`src/rtl/ext_mem_emu.sv`:
```
// Clocked emulation of a slow external memory behind the m6809 bus: configurable
// wait states, optional writes and a big-endian reset-vector overlay at the top.
module ext_mem_emu #(
  parameter int            AW          = 4,
  parameter int            DW          = 8,
  parameter int            WAIT_STATES = 2,
  parameter int            WRITABLE    = 1,
  parameter int            VEC_EN      = 1,
  parameter logic [15:0]   RESET_VEC   = 16'hfff0,
  parameter logic [DW-1:0] FILL        = 'h12,
  parameter string         INIT_FILE   = ""
) (
  input  logic          clk,
  input  logic          rst_n,
  input  logic          sel,
  input  logic          we,
  input  logic [AW-1:0] a,
  input  logic [DW-1:0] din,
  output logic [DW-1:0] dout,
  output logic          ready,
  output logic          busy,
  output logic          write_err
);
  // Handshake: an access is taken on an edge where sel=1 in IDLE; sel must stay
  // high through the wait states (dropping it aborts with no ready and no write);
  // ready pulses for exactly one cycle on completion and sel is ignored then.

  localparam int DEPTH = 1 << AW;

  typedef enum logic [1:0] {IDLE = 2'd0, WAIT = 2'd1, DONE = 2'd2} state_t;
  typedef logic [DEPTH-1:0][DW-1:0] mem_t;

  // Power-up image: every location FILL.
  function automatic mem_t mem_image();
    mem_t m;
    for (int i = 0; i < DEPTH; i++) m[i] = FILL;
    return m;
  endfunction

  mem_t          mem = mem_image();
  state_t        state;
  logic [3:0]    cnt;
  logic [AW-1:0] a_q;
  logic          we_q;
  logic [DW-1:0] din_q;

  logic [AW-1:0] op_a;
  logic          op_we;
  logic [DW-1:0] op_din;
  logic [DW-1:0] vec_byte;
  logic [DW-1:0] rd_data;
  logic          overlay;
  logic          wr_ok;
  logic          enter_done;

  // In IDLE the live inputs are the operands (zero-wait access completes on the
  // sampling edge); afterwards only the latched copy is used.
  always_comb begin
    op_a       = (state == IDLE) ? a   : a_q;
    op_we      = (state == IDLE) ? we  : we_q;
    op_din     = (state == IDLE) ? din : din_q;
    overlay    = (VEC_EN != 0) && (op_a >= AW'(DEPTH - 2));
    vec_byte   = op_a[0] ? DW'(RESET_VEC[7:0]) : DW'(RESET_VEC[15:8]);
    rd_data    = overlay ? vec_byte : mem[op_a];
    wr_ok      = (WRITABLE != 0) && !overlay;
    enter_done = sel && (((state == IDLE) && (WAIT_STATES == 0)) ||
                         ((state == WAIT) && (cnt == 4'd0)));
  end

  // Array writes land on the same edge the FSM enters DONE; reset held on that
  // edge suppresses the commit.
  always_ff @(posedge clk) begin
    if (rst_n && enter_done && op_we && wr_ok)
      mem[op_a] <= op_din;
  end

  always_ff @(posedge clk or negedge rst_n) begin
    if (!rst_n) begin
      state     <= IDLE;
      cnt       <= 4'd0;
      a_q       <= '0;
      we_q      <= 1'b0;
      din_q     <= '0;
      dout      <= '0;
      ready     <= 1'b0;
      busy      <= 1'b0;
      write_err <= 1'b0;
    end else begin
      ready     <= 1'b0;
      write_err <= 1'b0;
      case (state)
        IDLE: begin
          if (sel) begin
            a_q   <= a;
            we_q  <= we;
            din_q <= din;
            busy  <= 1'b1;
            if (WAIT_STATES == 0) begin
              state     <= DONE;
              ready     <= 1'b1;
              write_err <= op_we && !wr_ok;
              if (!op_we) dout <= rd_data;
            end else begin
              state <= WAIT;
              cnt   <= 4'(WAIT_STATES - 1);
            end
          end
        end
        WAIT: begin
          if (!sel) begin
            state <= IDLE;
            busy  <= 1'b0;
            cnt   <= 4'd0;
          end else if (cnt == 4'd0) begin
            state     <= DONE;
            ready     <= 1'b1;
            write_err <= op_we && !wr_ok;
            if (!op_we) dout <= rd_data;
          end else begin
            cnt <= cnt - 4'd1;
          end
        end
        DONE: begin
          state <= IDLE;
          busy  <= 1'b0;
        end
        default: begin
          state <= IDLE;
          busy  <= 1'b0;
        end
      endcase
    end
  end
endmodule

```
`config.mk`:
```
export PLATFORM = sky130hd
export DESIGN_NAME = ext_mem_emu
export DESIGN_NICKNAME = d
export VERILOG_FILES = /design/src/rtl/ext_mem_emu.sv
export SDC_FILE = /design/constraint.sdc
export NUM_CORES = 1
export LEC_CHECK = 0
export ABC_AREA = 1
export CORE_MARGIN = 1.5
export CORE_UTILIZATION = 46
export CTS_CLUSTER_SIZE = 25
export DETAILED_ROUTE_END_ITERATION = 6
export PLACE_DENSITY = 0.73
export SETUP_SLACK_MARGIN = 0.4
export SKIP_LAST_GASP = 1
export SLEW_MARGIN = 30
export SYNTH_ARGS = -nofsm -noshare
export SYNTH_HDL_FRONTEND = slang
export SYNTH_SLANG_ARGS = --single-unit
```
`constraint.sdc`:
```
create_clock -name clk -period 2.95 [get_ports clk]
set_clock_uncertainty 0.2 [all_clocks]
set_input_delay 0.4425 -clock clk [delete_from_list [all_inputs] [get_ports clk]]
set_output_delay 0.4425 -clock clk [all_outputs]
set_load 0.05 [all_outputs]
```
After elaboration in Yosys (flattened, before gate mapping)
Index checks and enable logic that the tools add are counted.
{"block": "totals", "inputBits": 16, "wordCells": 78, "register_bits": 158}
{"block": "classes", "add_sub_neg": 1, "mux": 27, "bitwise_logic": 1, "magnitude_cmp": 3, "reduce_logical": 16, "eq_ne": 5}
{"operator": "bitwise mux 128 bit", "count": 1}
{"operator": "binary-select mux 8 bit (select 4 bit)", "count": 1}
{"operator": "demux 8 bit (select 4 bit)", "count": 1}
{"operator": "two-way mux 8 bit", "count": 4}
{"operator": "two-way mux 4 bit", "count": 5}
{"operator": "two-way mux 1 bit", "count": 9}
{"operator": "one-hot mux 4 bit (2 select lines)", "count": 1}
{"operator": "logical AND 1 bit", "count": 7}
{"operator": "two-way mux 2 bit", "count": 3}
{"operator": "AND reduction 2 bit", "count": 3}
{"operator": "< comparator 4 x 5 -> 1 bit, second input constant", "count": 1}
{"operator": "greater-or-equal comparator 4 x 1 -> 1 bit, second input constant", "count": 1}
{"operator": "greater-or-equal comparator 4 bit, second input constant", "count": 1}
{"operator": "logical NOT 4 bit", "count": 1}
{"operator": "!= test 2 bit, second input constant", "count": 2}
{"operator": "one-hot mux 2 bit (2 select lines)", "count": 1}
{"operator": "AND reduction 4 bit", "count": 1}
{"operator": "subtractor 4 x 1 -> 4 bit, second input constant", "count": 1}
{"operator": "!= test 3 x 2 -> 1 bit, second input constant", "count": 1}
{"operator": "!= test 3 bit, second input constant", "count": 1}
{"operator": "AND reduction 3 bit", "count": 1}
{"operator": "equality test 2 x 1 -> 1 bit, second input constant", "count": 1}
{"operator": "logical NOT 2 bit", "count": 1}
{"operator": "one-hot mux 1 bit (2 select lines)", "count": 1}
{"operator": "3 further kinds", "count": 3}

Logic depth before layout (Yosys ltp)
Gate-level depths: netlist of run 1.
{"block": "depth", "depth_word": 7, "depth_mapped": 14}

Worst setup path before layout of run 1
OpenSTA, ideal clock, no wires.
{"block": "synth_path", "path_type": "reg2reg", "from": "register state[1]", "to": "register mem[64] (netlist name), enable pin", "n_path_buf": 0, "setup_slack_ns": 0.615, "required_time_ns": 2.380, "arrival_time_ns": 1.765, "synth_period_minus_slack_ns": 2.335, "stages_incl_launch_ff": 8, "path_cell_list": "dfrtp_1 nor2_4 nand2_1 o21ai_1 inv_2 nor2_1 inv_1 nor2_1"}
{"block": "synth_between", "elab_chain_cells": 6, "elab_cells_between_ends": 11}
{"element": "start, declared", "line": "41", "rtl": "state_t state;"}
{"element": "start signal, assigned", "line": "79", "rtl": "state <= IDLE;"}
{"element": "start signal, assigned", "line": "99", "rtl": "state <= DONE;"}
{"element": "start signal, assigned", "line": "104", "rtl": "state <= WAIT;"}
{"element": "branches (longest 5 deep; another with greater-or-equal comparator 4 bit)"}
{"element": "logical AND 1 bit *", "line": "73", "rtl": "if (rst_n && enter_done && op_we && wr_ok)"}
{"element": "end signal, assigned by index", "line": "74", "rtl": "mem[op_a] <= op_din;"}
{"element": "end, declared", "line": "40", "rtl": "mem_t mem = mem_image();"}
Mark *: on every way between the ends.
A chain may end at the register's enable or synchronous reset.

Worst setup path in the final report of run 1
{"block": "layout_path", "from": "register cnt[0]", "to": "register mem[107] (netlist name), enable pin"}
{"block": "layout_between", "elab_chain_cells": 6}
{"element": "start, declared", "line": "42", "rtl": "logic [3:0] cnt;"}
{"element": "start signal, assigned", "line": "105", "rtl": "cnt <= 4'(WAIT_STATES - 1);"}
{"element": "start signal, assigned", "line": "120", "rtl": "cnt <= cnt - 4'd1;"}
{"element": "logical NOT 4 bit", "line": "67", "rtl": "((state == WAIT) && (cnt == 4'd0)));"}
{"element": "logical AND 1 bit", "line": "67"}
{"element": "logical AND 1 bit", "line": "66", "rtl": "enter_done = sel && (((state == IDLE) && (WAIT_STATES == 0)) ||"}
{"element": "logical AND 1 bit (3 in a row)", "line": "73"}
Every way passes these cells.

==> flow_summary.toml, run 1 <==
[timing]
setup_viol = 0
hold_viol = 0
fin_crit_sh_pct = 82.4
fmax_mhz = 412
tightest_slew_ns = 0.499
period_needed_ns = 2.43
setup_slack_ns = 0.520
slew_headroom_pct = 66.6
setup-tns-final_ns = 0
slew_violations = 0
rsz0062_at_grt = "yes"

[setup_path]
path_cells = "inv_1 -> ha_1 -> nand3_1 -> nor2_2 -> inv_1 -> nor2_1 -> nand2_1 -> inv_1 -> nand3_2 -> nor2_1 -> buf_4"
r2r_end = "mem[107]"
cpPeakStageDelay_ns = 0.36
r2r_cells = 11
path_class = "reg -> reg"
crit_family = "simple AND/OR/NAND/NOR gates"
end_kind = "flip-flop"
r2r_slack_ns = 0.52
start_kind = "flip-flop"
critPathRequiredTime_ns = 2.88
path_max_fanout = 8
r2r_start = "cnt[0]"
startpoint = "cnt[0]"
path_common_cell = "inv_1"
cp_slowest_cell = "dfrtp_1"
worst-path-buf-inv = 4
cp.arrival_ns = 2.36

[drt]
wl_per_cell_um = 17.1
ant_nets = 0
first_iter_violations = 602
drc_errors = 0
dr.pass1.iters = 6
finalWirelength_mm = 15.4
vias = 4848
vias_per_cell = 5.40

[job]
drv_cap = 0

[clock_network]
clock-sinks = 158
h-tree-depth = 4
path_clk_slew_ns = 0.06
clk_latency_ns = 0.43
root_buffer = "clkbuf_16"
clockBufferDepth = 2
cts_hold_buf = 0
cts_tree = "done"
cts_buffers = 17

[floorplan]
start_util_pct = 47.6
die-area_sq_um = 15200
core_region_area_sq_um = 14000
fp.dieW_um = 123
io_pins = 27
die_h_um = 123
num_rows = 43

[power_and_ir_drop]
ir_worst_vdd_mv = 0.495
power_frac_seq_pct = 33.9
switching_share_pct = 37.8
p_comb_share_pct = 38.6
netSwitchingPower_mw = 3.48
internal-power_mw = 5.72
clkPwrFrac_pct = 27.5
power_density_nw_per_um2 = 1130
total_power_mw = 9.20
p_leak_nw = 3.31

[logic_synthesis]
synth_area_sq_um = 6680
synthXorXnorAreaFrac_pct = 0.131
muxShareOfSynthArea_pct = 0.169
synth_fa_ha_area_share_pct = 0.375
synthCells = 629
syn_avg_cell_area_sq_um = 10.6
synth_top_family_by_area = "simple AND/OR/NAND/NOR gates"
synth_seq_cells = 158
synth_edf_count = 128
synthSimpleGateAreaFrac_pct = 23.7
synth_compound_area_share_pct = 2.98
ys_warn_count = 0
yosysSeqAreaShare_pct = 68.8
ys_async_sr_fraction_pct = 19.0
ys.flop_type = "edfxtp_1"
yosysUniqueCellTypes = 29

[grt]
grt_overflow = 0
antenna_found_initial = 0
grt_max_degree = 31
grt_pass1_wl_mm = 23.9
grt_usage_pct = 21.5
grt_pass1_vias = 4745

[layout]
utilization_pct = 57.9
fill_cells = 1093
final_common_cell = "nand2_1"
antenna_cells = 0
fin_nets = 723
area_delta_synth_final_pct = 21.7
most-common-layout-cells = "226 x nand2_1, 128 x edfxtp_1, 71 x nand3_1"
drive_gt1_share_pct = 13.0
layoutNonFillerInstCount = 898

[placed_design]
gp_congestion = 0.846
io_buffers = 26
dp_slack_ns = 0.214
hpwl_mm = 10.1
dp.cells = 865

[min_path]
hp-class = "reg -> reg"
min-delay-start = "cnt[1]"
hold_depth = 2
min_to = "cnt[1]"

[status]
run_status = "finished, final reports clean"
flip-flops by register name, summed over array words and instances, names as in the netlist:
register / count
mem: 128
din_q: 8
ready: 1
busy: 1
state: 2
cnt: 4
write_err: 1
dout: 8
a_q: 4
we_q: 1
synthesized netlist by cell type (all sizes together) (2+ instances only):
cell type | count | area, sq um
nand3 | 73 | 365
nand2 | 231 | 880
ha | 2 | 25.0
o21ai | 28 | 140
inv | 31 | 116
buf | 16 | 101
nor2 | 47 | 213
nand4 | 16 | 100
nor3 | 3 | 15.0
a21oi | 7 | 35.0
edfxtp | 128 | 3840
clkbuf | 10 | 37.5
dfrtp | 30 | 751
per-layer routing:
layer | up-vias | global-route usage, % | wire [um]
met5 | - | 0 | 0
met4 | 0 | 10.3 | 384
met3 | 42 | 5.44 | 1250
met2 | 241 | 35.0 | 7470
met1 | 2294 | 26.8 | 6280
li1 | 2271 | - | -
area by class of cell:
class / count / area [sq um] / area share, %
clock buffers: 17 / 425 / 5.23
clock inverters: 15 / 265 / 3.26
inverters: 31 / 116 / 1.43
multi-input cells: 429 / 1920 / 23.6
flip-flops and latches: 158 / 4590 / 56.5
well taps: 180 / 225 / 2.77
repair buffers: 68 / 579 / 7.13
power groups by stage:
stage / clock (mW) / combinational [mW] / sequential [mW]
2_1_floorplan: 0 / 2.06 / 3.38
3_3_place_gp: 0 / 3.36 / 3.15
3_5_place_dp: 0 / 3.44 / 3.16
4_1_cts: 2.56 / 3.48 / 3.12
5_1_grt: 2.65 / 3.88 / 3.15
6_report: 2.53 / 3.55 / 3.12
timing repair:
| item | CTS | global route |
|---|---|---|
| gates resized for setup | 0 | 10 |
| endpoints found under the setup margin | 0 | 104 |
| setup buffers | 0 | 1 |
| hold endpoints to repair | 0 | 0 |
cells by family after synthesis:
logic type | after synthesis
xor+xnor | 1
mux | 1
other cells | 1
fa+ha+maj | 2
compound gates | 38
flops | 158
simple gates | 371
buf+inv | 57
worst register-to-register path: stages, from the launching register on:
cell     delay (ns)
dfrtp_1        0.36
inv_1          0.14
ha_1           0.16
nand3_1        0.15
nor2_2         0.16
inv_1          0.11
nor2_1         0.09
nand2_1        0.13
inv_1          0.14
nand3_2        0.15
nor2_1         0.15
buf_4          0.20
how the worst max path moves through the flow:
| stage | depth (start not counted) | slack, ns | end |
|---|---|---|---|
| final | 11 | 0.52 | mem[107] |
| after global routing | 11 | 0.35 | mem[110] |
| after CTS | 12 | 0.43 | dout[3] |
| after detailed placement | 10 | 0.21 | mem[25] |
| after global placement | 10 | 0.27 | mem[24] |
| after floorplan | 7 | 0.61 | mem[64] |
per-stage QoR:
stage / hold slack, ns / cell area [sq um]
after floorplan: -0.0531 / 6730
after global placement: 0.257 / 7390
after detailed placement: 0.274 / 7390
after CTS: 0.283 / 8080
after global routing: 0.303 / 8130
final: 0.284 / 8130
Power figures use the tool's default switching activity.
==> run 2: changes to the inputs <==
==> constraint.sdc (replaced) <==
create_clock -name clk -period 2.38 [get_ports clk]
set_clock_uncertainty 0.2 [all_clocks]
set_input_delay 0.357 -clock clk [delete_from_list [all_inputs] [get_ports clk]]
set_output_delay 0.357 -clock clk [all_outputs]
set_load 0.05 [all_outputs]
==> run 2 against run 1 <==
  * Critical path depth is 3 lower
  * Non-clock buffer count is 25 higher
  * Core utilization is 3.4 points higher
  * Fmax is 8.3% higher
  * Clock-buffer cell count is 6 higher
  * Highest routed layer unchanged
  * Register-to-register slack worse by 0.38 ns
  * Combinational power is 59% higher
  * Clock power is 5% higher
==> flow_summary.toml, run 2 (synthesized netlist as in run 1, its figures left out) <==
[status]
run_status = "finished, final reports clean"

[drt]
first_iter_violations = 403
dr.pass1.iters = 6
vias_per_cell = 5.38
ant_nets = 0
drc_errors = 0
vias = 4969
finalWirelength_mm = 16.6
wl_per_cell_um = 18.0

[setup_path]
critPathRequiredTime_ns = 2.30
cp.arrival_ns = 2.16
startpoint = "state[1]"
path_class = "reg -> reg"
start_kind = "flip-flop"
r2r_slack_ns = 0.14
cp-endpoint = "mem[60]"
end_kind = "flip-flop"
path_max_fanout = 8
r2r_end = "mem[60]"
r2r_start = "state[1]"
r2r_cells = 8

[layout]
fin_nets = 748
most-common-layout-cells = "219 x nand2_1, 128 x edfxtp_1, 69 x nand3_1"
largest_register_ffs = 128
area_delta_synth_final_pct = 28.8
drive_gt1_share_pct = 21.4
top_regs = "mem x128, din_q x8, dout x8"
fill_cells = 1063
layoutNonFillerInstCount = 923
antenna_cells = 0
utilization_pct = 61.3
final_common_cell = "nand2_1"
final_area_sq_um = 8600
largest-register = "mem"

[power_and_ir_drop]
p_comb_share_pct = 46.3
clkPwrFrac_pct = 21.8
ir_worst_vdd_mv = 0.796
netSwitchingPower_mw = 4.83
power_density_nw_per_um2 = 1410
internal-power_mw = 7.33
p_leak_nw = 3.57
power_frac_seq_pct = 31.9
switching_share_pct = 39.7

[timing]
rsz0062_at_grt = "yes"
setup_viol = 0
tightest_slew_ns = 0.526
fin_crit_sh_pct = 94.3
hold_viol = 0
setup-tns-final_ns = 0
period_needed_ns = 2.24
slew_violations = 0
slew_headroom_pct = 64.9
fmax_mhz = 446

[floorplan]
io_pins = 27
num_rows = 43
start_util_pct = 47.6
fp.dieW_um = 123
die_h_um = 123
die-area_sq_um = 15200
core_region_area_sq_um = 14000

[grt]
grt_max_degree = 31
grt_overflow = 0
grt_pass1_vias = 4990
antenna_found_initial = 0
grt_usage_pct = 23.6
grt_pass1_wl_mm = 26.0

[clock_network]
h-tree-depth = 4
root_buffer = "clkbuf_16"
clock-sinks = 158
clockBufferDepth = 2
path_clk_slew_ns = 0.06
cts_buffers = 17
cts_tree = "done"
clk_latency_ns = 0.43

[placed_design]
placed_area_sq_um = 7630
hpwl_mm = 10.8
dp.cells = 865
gp_congestion = 0.819
io_buffers = 26

[job]
drv_cap = 0

[min_path]
hp-class = "in -> async"
## run 2: changes by cell type in the layout (fill, tap and decap cells not counted), sizes merged
cell,before,now
dlymetal6s2s,0,11
clkinvlp,1,5
bufbuf,0,1
buf,42,66
clkdlybuf4s50,26,15
clkbuf,17,23
clkinv,5,2
bufinv,7,2
inv,33,31
## run 2: worst min path at each step
stage               startpoint  slack [ns]  depth (start not counted)       end
floorplan                rst_n       -0.14                          0    a_q[0]
global placement          busy        0.26                          2      busy
detailed placement        busy        0.26                          2      busy
CTS                      rst_n        0.26                          2  state[0]
global route          din_q[2]        0.32                          2  din_q[2]
finish                   rst_n        0.27                          2      busy
## run 2: power by group through the flow
stage | Clock, mW | Combinational (mW) | Sequential [mW]
after global routing | 2.79 | 6.09 | 3.92
after global placement | 0 | 4.74 | 3.91
after CTS | 2.68 | 5.37 | 3.88
after floorplan | 0 | 2.84 | 4.19
after detailed placement | 0 | 4.83 | 3.92
final | 2.65 | 5.63 | 3.88
## run 2: area by class of cell
| type | instances | area (sq um) | area share (%) |
|---|---|---|---|
| inverters | 31 | 124 | 1.44 |
| multi-input cells | 429 | 2200 | 25.5 |
| clock buffers | 23 | 468 | 5.44 |
| flip-flops and latches | 158 | 4600 | 53.4 |
| well taps | 180 | 225 | 2.62 |
| repair buffers | 93 | 881 | 10.2 |
| clock inverters | 9 | 111 | 1.29 |
## run 2: timing repair
item,CTS,global route
setup buffers,17,8
endpoints found under the setup margin,133,135
hold buffers,0,0
resized for setup,23,25
pin swaps,18,21
cloned,1,0
## run 2: layer usage
| layer | up-vias | part of all wire [%] | track usage (%) |
|---|---|---|---|
| li1 | 2321 | - | - |
| met1 | 2381 | 41 | 31.0 |
| met2 | 237 | 49 | 38.1 |
| met3 | 30 | 8.4 | 5.12 |
| met4 | 0 | 2.1 | 10.5 |
| met5 | - | 0 | 0 |
## run 2: per-stage QoR
step / hold slack, ns / worst slack, ns / power, mW
2_1_floorplan: -0.139 / 0.263 / 7.04
3_3_place_gp: 0.260 / -0.0698 / 8.65
3_5_place_dp: 0.258 / -0.127 / 8.75
4_1_cts: 0.260 / 0.152 / 11.9
5_1_grt: 0.321 / 0.0330 / 12.8
6_report: 0.270 / 0.136 / 12.2
## run 2: critical path, stage by stage (launching register included)
cell     delay (ns)
dfrtp_2        0.47
nor2_4         0.16
buf_4          0.17
nand2_1        0.10
o21ai_4        0.12
nor2_4         0.07
a21oi_4        0.22
nand3_4        0.16
nor2_4         0.24
==> run 3: changes to the inputs <==
--- a/config.mk
+++ b/config.mk
@@ -10,7 +10,7 @@
 export CORE_UTILIZATION = 46
 export CTS_CLUSTER_SIZE = 25
 export DETAILED_ROUTE_END_ITERATION = 6
-export PLACE_DENSITY = 0.73
+export GPL_ROUTABILITY_DRIVEN = 0
 export SETUP_SLACK_MARGIN = 0.4
 export SKIP_LAST_GASP = 1
 export SLEW_MARGIN = 30
==> run 3 against run 2 <==
  * Sequential cell count unchanged
  * Highest routed layer unchanged
  * Sequential share of layout area up 0.73 points
  * Global-route usage down 0.22 points
  * Sequential power about the same
  * Register-to-register slack about the same
  * Die area unchanged
  * Largest cell class unchanged
  * Fmax up 0.66%
  * Core utilization down 0.83 points
==> flow_summary.toml, run 3 (synthesized netlist as in run 1, its figures left out) <==
[floorplan]
die_h_um = 123
io_pins = 27
num_rows = 43
fp.dieW_um = 123
die-area_sq_um = 15200
start_util_pct = 47.6
core_region_area_sq_um = 14000

[timing]
rsz0062_at_grt = "yes"
slew_headroom_pct = 66.2
hold_viol = 0
slew_violations = 0
period_needed_ns = 2.23
setup_slack_ns = 0.151
fin_crit_sh_pct = 93.7
fin_hold_ws_ns = 0.234
setup_viol = 0
setup-tns-final_ns = 0
tightest_slew_ns = 0.509
fmax_mhz = 449

[power_and_ir_drop]
ir_worst_vdd_mv = 0.711
p_leak_nw = 3.41
total_power_mw = 12.0
power_density_nw_per_um2 = 1410

[setup_path]
end_kind = "flip-flop"
cp_slowest_cell = "dfrtp_1"
crit_family = "simple AND/OR/NAND/NOR gates"
critPathRequiredTime_ns = 2.29
worst-path-buf-inv = 2
r2r_cells = 10
cpPeakStageDelay_ns = 0.40
path_class = "reg -> reg"
path_max_fanout = 8
cp.arrival_ns = 2.14
start_kind = "flip-flop"
path_cells = "inv_2 -> nor2_4 -> nand2_2 -> nor2_4 -> inv_2 -> nor2_2 -> nand2_2 -> a21oi_4 -> nand3_4 -> nor2_4"
cp_num_cells = 10
path_common_cell = "nor2_4"

[drt]
vias = 4825
first_iter_violations = 447
dr.pass1.iters = 5
finalWirelength_mm = 16.6
wl_per_cell_um = 18.2
ant_nets = 0
drc_errors = 0
vias_per_cell = 5.28

[min_path]
hp-class = "in -> async"

[clock_network]
h-tree-depth = 4
clk_latency_ns = 0.42
cts_hold_buf = 0
root_buffer = "clkbuf_16"
clockBufferDepth = 2
path_clk_slew_ns = 0.06
cts_buffers = 17
clock-sinks = 158
cts_tree = "done"

[layout]
fill_cells = 1154
fin_nets = 739
final_area_sq_um = 8490
multi_input_area_sq_um = 2190
largest_register_ffs = 128
largest-register = "mem"
drive_gt1_share_pct = 21.4
seqCellArea_sq_um = 4600
top_regs = "mem x128, din_q x8, dout x8"
area_delta_synth_final_pct = 27.1
most-common-layout-cells = "212 x nand2_1, 128 x edfxtp_1, 70 x nand3_1"
final_common_cell = "nand2_1"
antenna_cells = 0

[grt]
grt_pass1_wl_mm = 25.4
antenna_found_initial = 0
grt_pass1_vias = 4720
grt_usage_pct = 23.4
grt_max_degree = 31
grt_overflow = 0

[placed_design]
placed_area_sq_um = 7670
io_buffers = 26
dp_slack_ns = -0.0853
hpwl_mm = 11.2

[job]
drv_cap = 0

[status]
run_status = "finished, final reports clean"
==> run 3: changes by cell type in the layout (fill, tap and decap cells not counted), moves of 3 or more <==
| cell | delta |
|---|---|
| dlygate4sd2_1 | +11 |
| dlymetal6s2s_1 | -11 |
| buf_4 | -10 |
| nand2_2 | +8 |
| nand2_1 | -7 |
| clkinvlp_4 | -4 |
| o21ai_0 | -4 |
| clkbuf_1 | -3 |
| clkinv_4 | +3 |
| o21ai_1 | +3 |
==> run 3: worst paths after layout <==
kind | startpoint | end | slack [ns]
setup reg to reg | state[0] | mem[62] | 0.15
max in group asynchronous | rst_n | state[1] | 1.42
setup / recovery | state[0] | mem[62] | 0.15
hold reg to reg | busy | busy | 0.29
min in group clk | busy | busy | 0.29
hold / removal | rst_n | write_err | 0.23
==> run 3: timing repair <==
action | 4_1_cts | 5_1_grt
setup endpoints to repair | 132 | 121
setup buffers | 8 | 5
resized for setup | 33 | 18
gates cloned | 0 | 1
pin swaps | 15 | 13
==> run 3: area by class of cell <==
type / count / share of cell area [%]
timing repair buffer: 84 / 9.16
sequential: 158 / 54.2
multi-input combinational: 429 / 25.8
tap: 180 / 2.65
inverter: 31 / 1.46
clock inverter: 14 / 1.68
clock buffer: 18 / 5.06
==> run 3: layer usage <==
| layer | global-route usage (%) | share of wire [%] | vias up | wire length (um) |
|---|---|---|---|---|
| met2 | 38.5 | 49 | 172 | 8140 |
| met3 | 5.17 | 6.0 | 21 | 1000 |
| li1 | - | - | 2314 | - |
| met5 | 0 | 0 | - | 0 |
| met4 | 6.47 | 1.4 | 0 | 232 |
| met1 | 31.6 | 44 | 2318 | 7250 |
==> run 3: metrics by stage <==
step | utilization, % | cells
after global placement | 54.6 | 868
after detailed placement | 54.6 | 868
after global routing | 60.4 | 914
final | 60.4 | 914
after CTS | 59.6 | 908
after floorplan | - | 644
==> run 3: where the power goes <==
part | switching (mW) | leakage, nW | internal, mW
Clock | 1.09 | 0.279 | 1.54
Combinational | 3.58 | 1.60 | 1.87
Sequential | 0.168 | 1.54 | 3.71
Total | 4.83 | 3.41 | 7.12
==> run 3: worst register-to-register path, cell delays in order, from the launching register on <==
cell and delay (ns):
dfrtp_1 0.40, inv_2 0.09, nor2_4 0.12, nand2_2 0.08, nor2_4 0.12, inv_2 0.05, nor2_2 0.12, nand2_2 0.11
a21oi_4 0.19, nand3_4 0.15, nor2_4 0.27
